## config.mk

```make
export PLATFORM = sky130hd
export DESIGN_NAME = memory_stage
export DESIGN_NICKNAME = d
export VERILOG_FILES = /design/src/rtl/cpu_pkg.sv /design/src/rtl/branch_resolve.sv /design/src/rtl/memory_stage.sv
export SDC_FILE = /design/constraint.sdc
export NUM_CORES = 1
export LEC_CHECK = 0
export ABC_CLOCK_PERIOD_IN_PS = 5600
export CORE_ASPECT_RATIO = 0.6
export CORE_MARGIN = 3
export CORE_UTILIZATION = 45
export CTS_BUF_LIST = sky130_fd_sc_hd__clkbuf_2
export DETAILED_ROUTE_END_ITERATION = 8
export GPL_TIMING_DRIVEN = 0
export PLACE_DENSITY_LB_ADDON = 0.12
export SETUP_SLACK_MARGIN = 0.5
export SLEW_MARGIN = 40
export SYNTH_ARGS = -nofsm -noshare
export SYNTH_HDL_FRONTEND = slang
export SYNTH_HIERARCHICAL = 1
export SYNTH_SLANG_ARGS = --single-unit
export TNS_END_PERCENT = 10
```

## constraint.sdc

```tcl
create_clock -name clk -period 5.6 [get_ports clk]
set_input_delay 0.84 -clock clk [delete_from_list [all_inputs] [get_ports clk]]
set_output_delay 0.84 -clock clk [all_outputs]
set_load 0.005 [all_outputs]
```

## src/rtl/cpu_pkg.sv

```systemverilog
// Shared types and constants for the 16-bit pipeline: widths, flag indices,
// memory-stage FSM states and the operation classifier.
package cpu_pkg;
  localparam int DATA_W = 16;
  localparam int PC_W   = 32;
  localparam int REG_AW = 3;

  localparam int FLAG_Z = 0;
  localparam int FLAG_N = 1;
  localparam int FLAG_C = 2;
  localparam int FLAG_V = 3;

  typedef enum logic [1:0] {S_IDLE, S_BEAT1, S_BEAT2} state_e;
  typedef enum logic [1:0] {OP_NONE, OP_SINGLE, OP_PUSHPC, OP_POPPC} opclass_e;

  // Both PC flags mark a two-beat return-PC transfer; direction comes from read/write.
  function automatic opclass_e classify(input logic rd, input logic wr,
                                        input logic pcHi, input logic pcLo);
    opclass_e c;
    c = OP_NONE;
    if (pcHi && pcLo && wr)      c = OP_PUSHPC;
    else if (pcHi && pcLo && rd) c = OP_POPPC;
    else if (rd || wr)           c = OP_SINGLE;
    return c;
  endfunction
endpackage

```

## src/rtl/branch_resolve.sv

```systemverilog
// Conditional-branch decision from {V,C,N,Z} flags and the jump-select bits.
// An unconditional branch is inBranch with no J* bit set.
module branch_resolve
  import cpu_pkg::*;
(
  input  logic       branch,
  input  logic       jz,
  input  logic       jc,
  input  logic       jn,
  input  logic [3:0] flags,
  output logic       taken
);
  // Overflow is carried in the flag word but no jump condition tests it.
  logic unusedV;
  assign unusedV = flags[FLAG_V];

  assign taken = branch & (~(jz | jc | jn)
                           | (jz & flags[FLAG_Z])
                           | (jc & flags[FLAG_C])
                           | (jn & flags[FLAG_N]));
endmodule

```

## src/rtl/memory_stage.sv

```systemverilog
// Memory-access stage: single loads/stores, two-beat CALL push / RET pop of the
// return PC, branch resolution and upstream stall, with registered write-back.
module memory_stage
  import cpu_pkg::*;
#(
  parameter int TIMEOUT = 15
) (
  input  logic              clk,
  input  logic              rst,
  input  logic [DATA_W-1:0] inAluData,
  input  logic [DATA_W-1:0] inRdstData,
  input  logic [REG_AW-1:0] inRdstAddress,
  input  logic              inWB,
  input  logic              inMemRead,
  input  logic              inMemWrite,
  input  logic              inBranch,
  input  logic              inJZ,
  input  logic              inJC,
  input  logic              inJN,
  input  logic [3:0]        inFlags,
  input  logic              inWritePcHigh,
  input  logic              inWritePcLow,
  input  logic [PC_W-1:0]   inPc,
  output logic              memReq,
  output logic              memWe,
  output logic [DATA_W-1:0] memAddr,
  output logic [DATA_W-1:0] memWData,
  input  logic [DATA_W-1:0] memRData,
  input  logic              memReady,
  output logic              stallOut,
  output logic [DATA_W-1:0] wbData,
  output logic [REG_AW-1:0] wbRdstAddress,
  output logic              wbWB,
  output logic              pcLoad,
  output logic [PC_W-1:0]   pcValue,
  output logic              flushOut,
  output logic              memError
);
  localparam logic [3:0] TO_LAST = 4'(TIMEOUT - 1);

  state_e            state, stateNext;
  opclass_e          opCls, opClsQ;
  logic [3:0]        beatCnt;
  logic [DATA_W-1:0] popHigh;
  logic              taken, lastBeat, beatDone, timeout;

  assign opCls    = classify(inMemRead, inMemWrite, inWritePcHigh, inWritePcLow);
  assign lastBeat = (state == S_BEAT2) || (opClsQ == OP_SINGLE);

  branch_resolve uBranch (
    .branch(inBranch),
    .jz    (inJZ),
    .jc    (inJC),
    .jn    (inJN),
    .flags (inFlags),
    .taken (taken)
  );

  always_comb begin
    stateNext = state;
    memReq    = 1'b0;
    memWe     = 1'b0;
    memAddr   = '0;
    memWData  = '0;
    stallOut  = 1'b0;
    beatDone  = 1'b0;
    timeout   = 1'b0;
    case (state)
      S_IDLE: begin
        if (opCls != OP_NONE) begin
          stateNext = S_BEAT1;
          stallOut  = 1'b1;
        end
      end
      S_BEAT1, S_BEAT2: begin
        memReq  = 1'b1;
        memWe   = inMemWrite;
        memAddr = (state == S_BEAT1) ? inAluData : inAluData + 16'd1;
        if (inMemWrite) begin
          if (opClsQ == OP_PUSHPC)
            memWData = (state == S_BEAT1) ? inPc[31:16] : inPc[15:0];
          else
            memWData = inRdstData;
        end
        // Releasing the stall on the final ready lets upstream advance on the same edge
        // that returns us to IDLE, so the next op is seen exactly once.
        if (memReady) begin
          beatDone  = 1'b1;
          stateNext = lastBeat ? S_IDLE : S_BEAT2;
          stallOut  = ~lastBeat;
        end else if (beatCnt == TO_LAST) begin
          timeout   = 1'b1;
          stateNext = S_IDLE;
        end else begin
          stallOut  = 1'b1;
        end
      end
      default: stateNext = S_IDLE;
    endcase
  end

  always_ff @(posedge clk) begin
    if (rst) begin
      state         <= S_IDLE;
      opClsQ        <= OP_NONE;
      beatCnt       <= '0;
      popHigh       <= '0;
      wbData        <= '0;
      wbRdstAddress <= '0;
      wbWB          <= 1'b0;
      pcLoad        <= 1'b0;
      pcValue       <= '0;
      flushOut      <= 1'b0;
      memError      <= 1'b0;
    end else begin
      state    <= stateNext;
      wbWB     <= 1'b0;
      pcLoad   <= 1'b0;
      flushOut <= 1'b0;

      if (stateNext != state)    beatCnt <= '0;
      else if (state != S_IDLE)  beatCnt <= beatCnt + 4'd1;

      if (state == S_IDLE) begin
        opClsQ <= opCls;
        if (opCls == OP_NONE) begin
          wbData        <= inAluData;
          wbRdstAddress <= inRdstAddress;
          wbWB          <= inWB;
        end
        if (taken) begin
          pcLoad   <= 1'b1;
          flushOut <= 1'b1;
          pcValue  <= {16'b0, inRdstData};
        end
      end

      if (beatDone && state == S_BEAT1 && opClsQ == OP_POPPC)
        popHigh <= memRData;

      if (beatDone && lastBeat) begin
        wbRdstAddress <= inRdstAddress;
        wbWB          <= inWB;
        wbData        <= (opClsQ == OP_SINGLE && inMemRead) ? memRData : inAluData;
        if (opClsQ == OP_POPPC) begin
          pcLoad   <= 1'b1;
          flushOut <= 1'b1;
          pcValue  <= {popHigh, memRData};
        end
      end

      if (timeout) memError <= 1'b1;
    end
  end
endmodule

```

==> metrics.txt, run 1 <==
status complete, no violations; synth unique cells 49; Synth Cell Area 4160 µm²; Ys Warns 6; Mapped Cells 522; most frequent CP cell clkdlybuf4s50_1; port buffer count 187; WHS Endpoint pcValue[25]$_SDFF_PP0_; Non-Filler Instances 837; RePlAce Congestion 0.884; Tightest Pin Transition 632 ps; most frequent cells in the layout clkdlybuf4s50_1, dfxtp_1, nand2_1; post-synthesis sequential area ratio 0.376; Leak Pwr 0.00230 µW; final period demand of the worst path 4110 ps; Fill cells 673; CORE AREA 8750 µm²; met1 GRT Util 0.385; buffer count from post-CTS setup fixing 0; Worst Skew 21.3 ps; antenna cells 0; critical setup path kind in -> out; number of vias after detailed routing 4,783; Slew HR 0.579; Gate power share 0.408; CP peak stage delay 610 ps; Int Power 1110 µW; Initial Utilization 0.475; placed insts 821; CTS Buf Count 9; Post-Route WL 15,400 µm; final-stage net count 826; global-route wire length before repair 23,700 µm; Core Rows 26; met2 usage 0.463; Reg2Reg Depth 8; Yosys reg bits 78; Worst Setup SP inAluData[0]; Worst-path clk slew 220 ps; Post-synth EDFFs 0; ratio of cells with drive above 1 in the final layout 0.0607; grt ovf 0; CTS H-tree depth 3; Final Hold Violating Endpoints 0; Crit path arrival time 3270 ps; Max Cap Viol 0; CTS root buf clkbuf_2; Worst EP required 4760 ps; Tcrit/Tclk final 0.735; net switching power 588 µW; final setup TNS 0 ps; Seq pwr share 0.379; Hold-fix buffers, CTS 0; ordered cell list for the critical path clkdlybuf4s50_1, ha_1, and3b_1, nand3_1, or4_1, o21ai_0, clkdlybuf4s50_1; Area Growth Syn to Fin 51.9%; CTS tree yes; initial antenna violation count 0; Sw Share 0.347; Most Crowded Layer GR met2; Async SR Flop Fraction 0; Mapped Nets 628; largest net degree at the start of global routing 15; PwrDens 268 nW/µm²; Setup Slack @ Placement 1490 ps; hpwl dp 12,500 µm; Routed Antenna Nets 0; FMAX 243 MHz; DRC violations left 0; final setup fails 0; full die area 10,500 µm²; CP startpoint kind primary input; Main synth FF type dfxtp_1; met3 global-route usage 0.0784; final setup margin 1490 ps; via/cell ratio 5.71; wire per inst 18.4 µm; CP Max Fanout 6; vias in the first global route 4,719; Max IR drop VDD 0.000150 V; post-CTS sizing 0; DR pass1 iterations 5; min-delay worst type reg -> reg; CTS Buffer Depth 2; worst-skew pair later-pin latency 540 ps; worst r2r dst wbData[2]$_SDFFE_PP0P_; hold-critical path depth 2; Ports 189; Slew Viols, Final 0; Clock power frac 0.213; Reg-to-Reg Start state[1]$_SDFF_PP0_; Overall Global Routing Usage 0.292; Syn Area/Cell 7.96 µm²; RSZ-0062 raised after global routing false; hold_sp popHigh[9]$_SDFFE_PP0P_; critical path endpoint category output port; Starting DRT DRC Count 449; FF-to-FF setup slack 3220 ps; Pwr Total 1690 µW; Sink Count 78; die height 80.4 µm; Die X 130 µm; Slowest-stage cell, CP clkdlybuf4s50_1; commonest non-fill, non-tap cell in the layout clkdlybuf4s50_1
[stage by stage]
| stage | utilization | hold WS (ps) | area [µm²] |
|---|---|---|---|
| 6_report | 0.721 | 476 | 6310 |
| 5_1_grt | 0.721 | 496 | 6310 |
| 4_1_cts | 0.721 | 475 | 6310 |
| 3_5_place_dp | 0.705 | 450 | 6170 |
| 3_3_place_gp | 0.705 | 442 | 6170 |
| 2_1_floorplan | - | 432 | 4160 |
[cell usage after synthesis, types with 2 or more instances]
cell type	n	area, µm²
a31oi_1	2	12.5
o21ai_0	9	45.0
and3_1	2	12.5
a211oi_1	32	240
or3_1	5	31.3
or2_1	2	12.5
dfxtp_1	78	1560
nand3_1	40	200
xnor2_1	4	35.0
mux2i_1	33	330
buf_4	4	30.0
nor2_1	53	199
inv_1	10	37.5
nand2_1	77	289
o31ai_1	2	15.0
and3b_1	2	17.5
clkbuf_1	23	86.3
a311oi_1	17	149
a22oi_1	2	15.0
ha_1	7	87.6
xor2_1	8	70.1
nor2b_1	3	18.8
buf_2	12	60.1
a21oi_1	45	225
nand4_1	3	18.8
nor3_1	22	110
or4_1	2	15.0
nand2b_1	2	12.5
[routing by layer]
metal  vias to the layer above  share of wire
met3                        34          0.097
li1                       2269              -
met4                         0          0.022
met5                         -              0
met2                       238           0.45
met1                      2242           0.43
[worst max-delay path: cells and delay by family]
kind            cells  cell delay, ps
compound gates      1              80
fa+ha+maj           1             210
buf+inv             2            1170
simple gates        3             970
[final cells by class]
| type | instances | area [µm²] | area share |
|---|---|---|---|
| Sequential cell | 78 | 1560 | 0.247 |
| Tap cell | 112 | 140 | 0.0222 |
| Clock inverter | 6 | 92.6 | 0.0147 |
| Inverter | 10 | 37.5 | 0.00595 |
| Timing Repair Buffer | 187 | 1870 | 0.297 |
| Buffer | 41 | 191 | 0.0303 |
| Multi-Input combinational cell | 393 | 2360 | 0.375 |
| Clock buffer | 10 | 50.0 | 0.00793 |
[how the worst max path moves through the flow]
stage,slack [ps],cells after the start,endpoint
2_1_floorplan,2880,5,memAddr[10]
3_3_place_gp,1510,7,memAddr[10]
3_5_place_dp,1490,7,memAddr[10]
4_1_cts,1480,7,memAddr[10]
5_1_grt,1290,7,memAddr[10]
6_report,1490,7,memAddr[10]
[cell families after synthesis]
logic type / synth area share
buf+inv: 0.0551
simple gates: 0.252
xor+xnor: 0.0253
mux: 0.0795
fa+ha+maj: 0.0211
flops: 0.376
compound gates: 0.191
[registers in the layout, summed over array words and instances, names as in the netlist]
| signal | count |
|---|---|
| beatCnt | 4 |
| flushOut | 1 |
| memError | 1 |
| opClsQ | 2 |
| pcValue | 32 |
| popHigh | 16 |
| state | 2 |
| wbData | 16 |
| wbRdstAddress | 3 |
| wbWB | 1 |
[power by group through the flow]
stage	sequential, µW	clock (µW)	combinational (µW)
global route	647	383	747
CTS	640	364	687
global placement	649	0	666
finish	642	361	691
floorplan	645	0	322
detailed placement	651	0	684
(Power assumes the default switching activity.)
==> inputs of run 2 (changes only) <==
--- a/config.mk
+++ b/config.mk
@@ -5,10 +5,10 @@
 export SDC_FILE = /design/constraint.sdc
 export NUM_CORES = 1
 export LEC_CHECK = 0
-export ABC_CLOCK_PERIOD_IN_PS = 5600
+export ABC_CLOCK_PERIOD_IN_PS = 3610
 export CORE_ASPECT_RATIO = 0.6
 export CORE_MARGIN = 3
-export CORE_UTILIZATION = 45
+export CORE_UTILIZATION = 39
 export CTS_BUF_LIST = sky130_fd_sc_hd__clkbuf_2
 export DETAILED_ROUTE_END_ITERATION = 8
 export GPL_TIMING_DRIVEN = 0
==> constraint.sdc (replaced) <==
create_clock -name clk -period 3.61 [get_ports clk]
set_input_delay 0.5415 -clock clk [delete_from_list [all_inputs] [get_ports clk]]
set_output_delay 0.5415 -clock clk [all_outputs]
set_load 0.005 [all_outputs]
==> run 2 against run 1 <==
  * Count of clock-buffer cells in the layout fell by 1
  * Sequential power up 55%
  * Design area rose by 2.7%
  * Clock power rose by 38%
  * Wire length up 5.0%
  * Die area rose by 14%
  * Largest power group unchanged
  * Sequential share of layout area shrank 0.52 points
  * Via count is 1.6% higher
  * Core utilization fell by 8.1 points
  * Largest cell class unchanged
==> metrics.txt, run 2 (synthesis gave the netlist of run 1 again) <==
DR pass1 iterations 5 (unchanged); Slew HR 0.572 (-0.00699); final setup TNS 0 ps (unchanged); CTS Buffer Depth 2 (unchanged); port buffer count 187 (unchanged); Crit path arrival time 2730 ps (-540 ps); global-route wire length before repair 25,400 µm (+7.1%); status complete, no violations; RePlAce Congestion 0.940 (+6.3%); Sink Count 78 (unchanged); hold-critical path depth 2 (unchanged); Reg2Reg Depth 8 (unchanged); die height 86.0 µm (+6.9%); Worst Skew 42.1 ps (+20.8 ps); ratio of cells with drive above 1 in the final layout 0.0974 (+0.0367); PwrDens 410 nW/µm² (+53%); Initial Utilization 0.410 (-0.0644); Fill cells 852 (+27%); Leak Pwr 0.00242 µW (+5.0%); Tightest Pin Transition 642 ps (+10.5 ps); Post-Route WL 16,200 µm (+5.0%); final instance area 6480 µm² (+2.7%); final period demand of the worst path 3280 ps; Core Rows 28 (+7.7%); hpwl dp 12,700 µm (+1.9%); CTS H-tree depth 3 (unchanged); Tcrit/Tclk final 0.907; Starting DRT DRC Count 374 (-17%); CP Max Fanout 6 (unchanged); DRC violations left 0 (unchanged); wire per inst 18.7 µm (+1.4%); number of vias after detailed routing 4,861 (+1.6%); Top Layer Used met4; Routed Antenna Nets 0 (unchanged); Ports 189 (unchanged); grt ovf 0 (unchanged); CTS Buf Count 9 (unchanged); Max IR drop VDD 0.000193 V (+28%); critical path endpoint category output port; Max Cap Viol 0 (unchanged); full die area 12,000 µm² (+14%); initial antenna violation count 1 (+1); M1 WL 7300 µm (+11%); Worst EP required 3070 ps (-1690 ps); largest register by flop count pcValue; Worst-path clk slew 300 ps (+80 ps); placed inst area 6200 µm² (+0.47%); Final Hold Violating Endpoints 0 (unchanged); Area Growth Syn to Fin 56.0%; commonest non-fill, non-tap cell in the layout clkdlybuf4s50_1; min-delay worst type reg -> reg; Slew Viols, Final 0 (unchanged); Largest register FFs 32 (unchanged); most frequent cells in the layout clkdlybuf4s50_1, nand2_1, dfxtp_1; CTS root buf clkbuf_2; worst-skew pair later-pin latency 630 ps (+90 ps); Die X 139 µm (+7.1%); CP startpoint kind flip-flop; via/cell ratio 5.61 (-1.8%); FMAX 305 MHz; largest net degree at the start of global routing 18 (+3); Top Registers pcValue x32, popHigh x16, wbData x16; CTS tree yes; Overall Global Routing Usage 0.266 (-0.0262); metal2 WL 7240 µm (+3.7%); vias in the first global route 4,776 (+1.2%); final-stage net count 830 (+0.48%); final setup margin 334 ps (-1150 ps); RSZ-0062 raised after global routing true; critical setup path kind reg -> out; CORE AREA 10,100 µm² (+16%); Setup Slack @ Placement 86.5 ps (-1400 ps); final setup fails 0 (unchanged); DR WL met3 1470 µm (-1.2%)
run 2: cell type report:
cell class	instances	area (µm²)	share of cell area
multi-input cells	393	2440	0.377
repair buffers	191	1910	0.294
flip-flops and latches	78	1570	0.242
plain buffers	41	235	0.0363
well taps	135	169	0.0261
clock inverters	7	68.8	0.0106
clock buffers	9	45.0	0.00695
inverters	10	41.3	0.00637
diodes	2	5.00	0.000772
run 2: worst paths after layout:
kind | endpoint | slack, ps | startpoint
min | pcValue[22]$_SDFF_PP0_ | 460 | popHigh[6]$_SDFFE_PP0P_
max reg2reg | wbData[3]$_SDFFE_PP0P_ | 1290 | state[1]$_SDFF_PP0_
min reg2reg | pcValue[22]$_SDFF_PP0_ | 460 | popHigh[6]$_SDFFE_PP0P_
max | memAddr[12] | 330 | state[1]$_SDFF_PP0_
run 2: timing repair:
action | 4_1_cts | 5_1_grt
setup buffers | 3 | 1
resized for setup | 30 | 23
pin swaps | 2 | 0
endpoints found under the hold margin | 0 | 0
hold buffers | 0 | 0
endpoints found under the setup margin | 34 | 34
run 2: stage by stage:
stage	hold slack, ps	std cells	utilization	power (µW)
floorplan	432	522	-	1500
global placement	444	844	0.612	2050
detailed placement	446	844	0.612	2070
CTS	468	863	0.632	2610
global route	479	866	0.640	2790
finish	458	866	0.640	2660
run 2: worst max-delay path, stage by stage (launching register included):
cell and delay (ps):
dfxtp_4 410, inv_1 90, ha_4 190, and3b_2 290, nand3_4 110, or3_1 370, a21oi_1 150, clkdlybuf4s50_1 520
run 2: routing by layer:
| layer | up-vias | global-route usage |
|---|---|---|
| li1 | 2281 | - |
| met1 | 2316 | 0.367 |
| met2 | 246 | 0.419 |
| met3 | 18 | 0.0696 |
| met4 | 0 | 0.0604 |
| met5 | - | 0 |
run 2: power by group:
| part | switching [µW] | total [µW] | internal, µW | leakage (µW) |
|---|---|---|---|---|
| combinational | 569 | 1160 | 592 | 0.00171 |
| sequential | 57.2 | 997 | 939 | 0.000636 |
| clock | 383 | 498 | 116 | 0.0000733 |
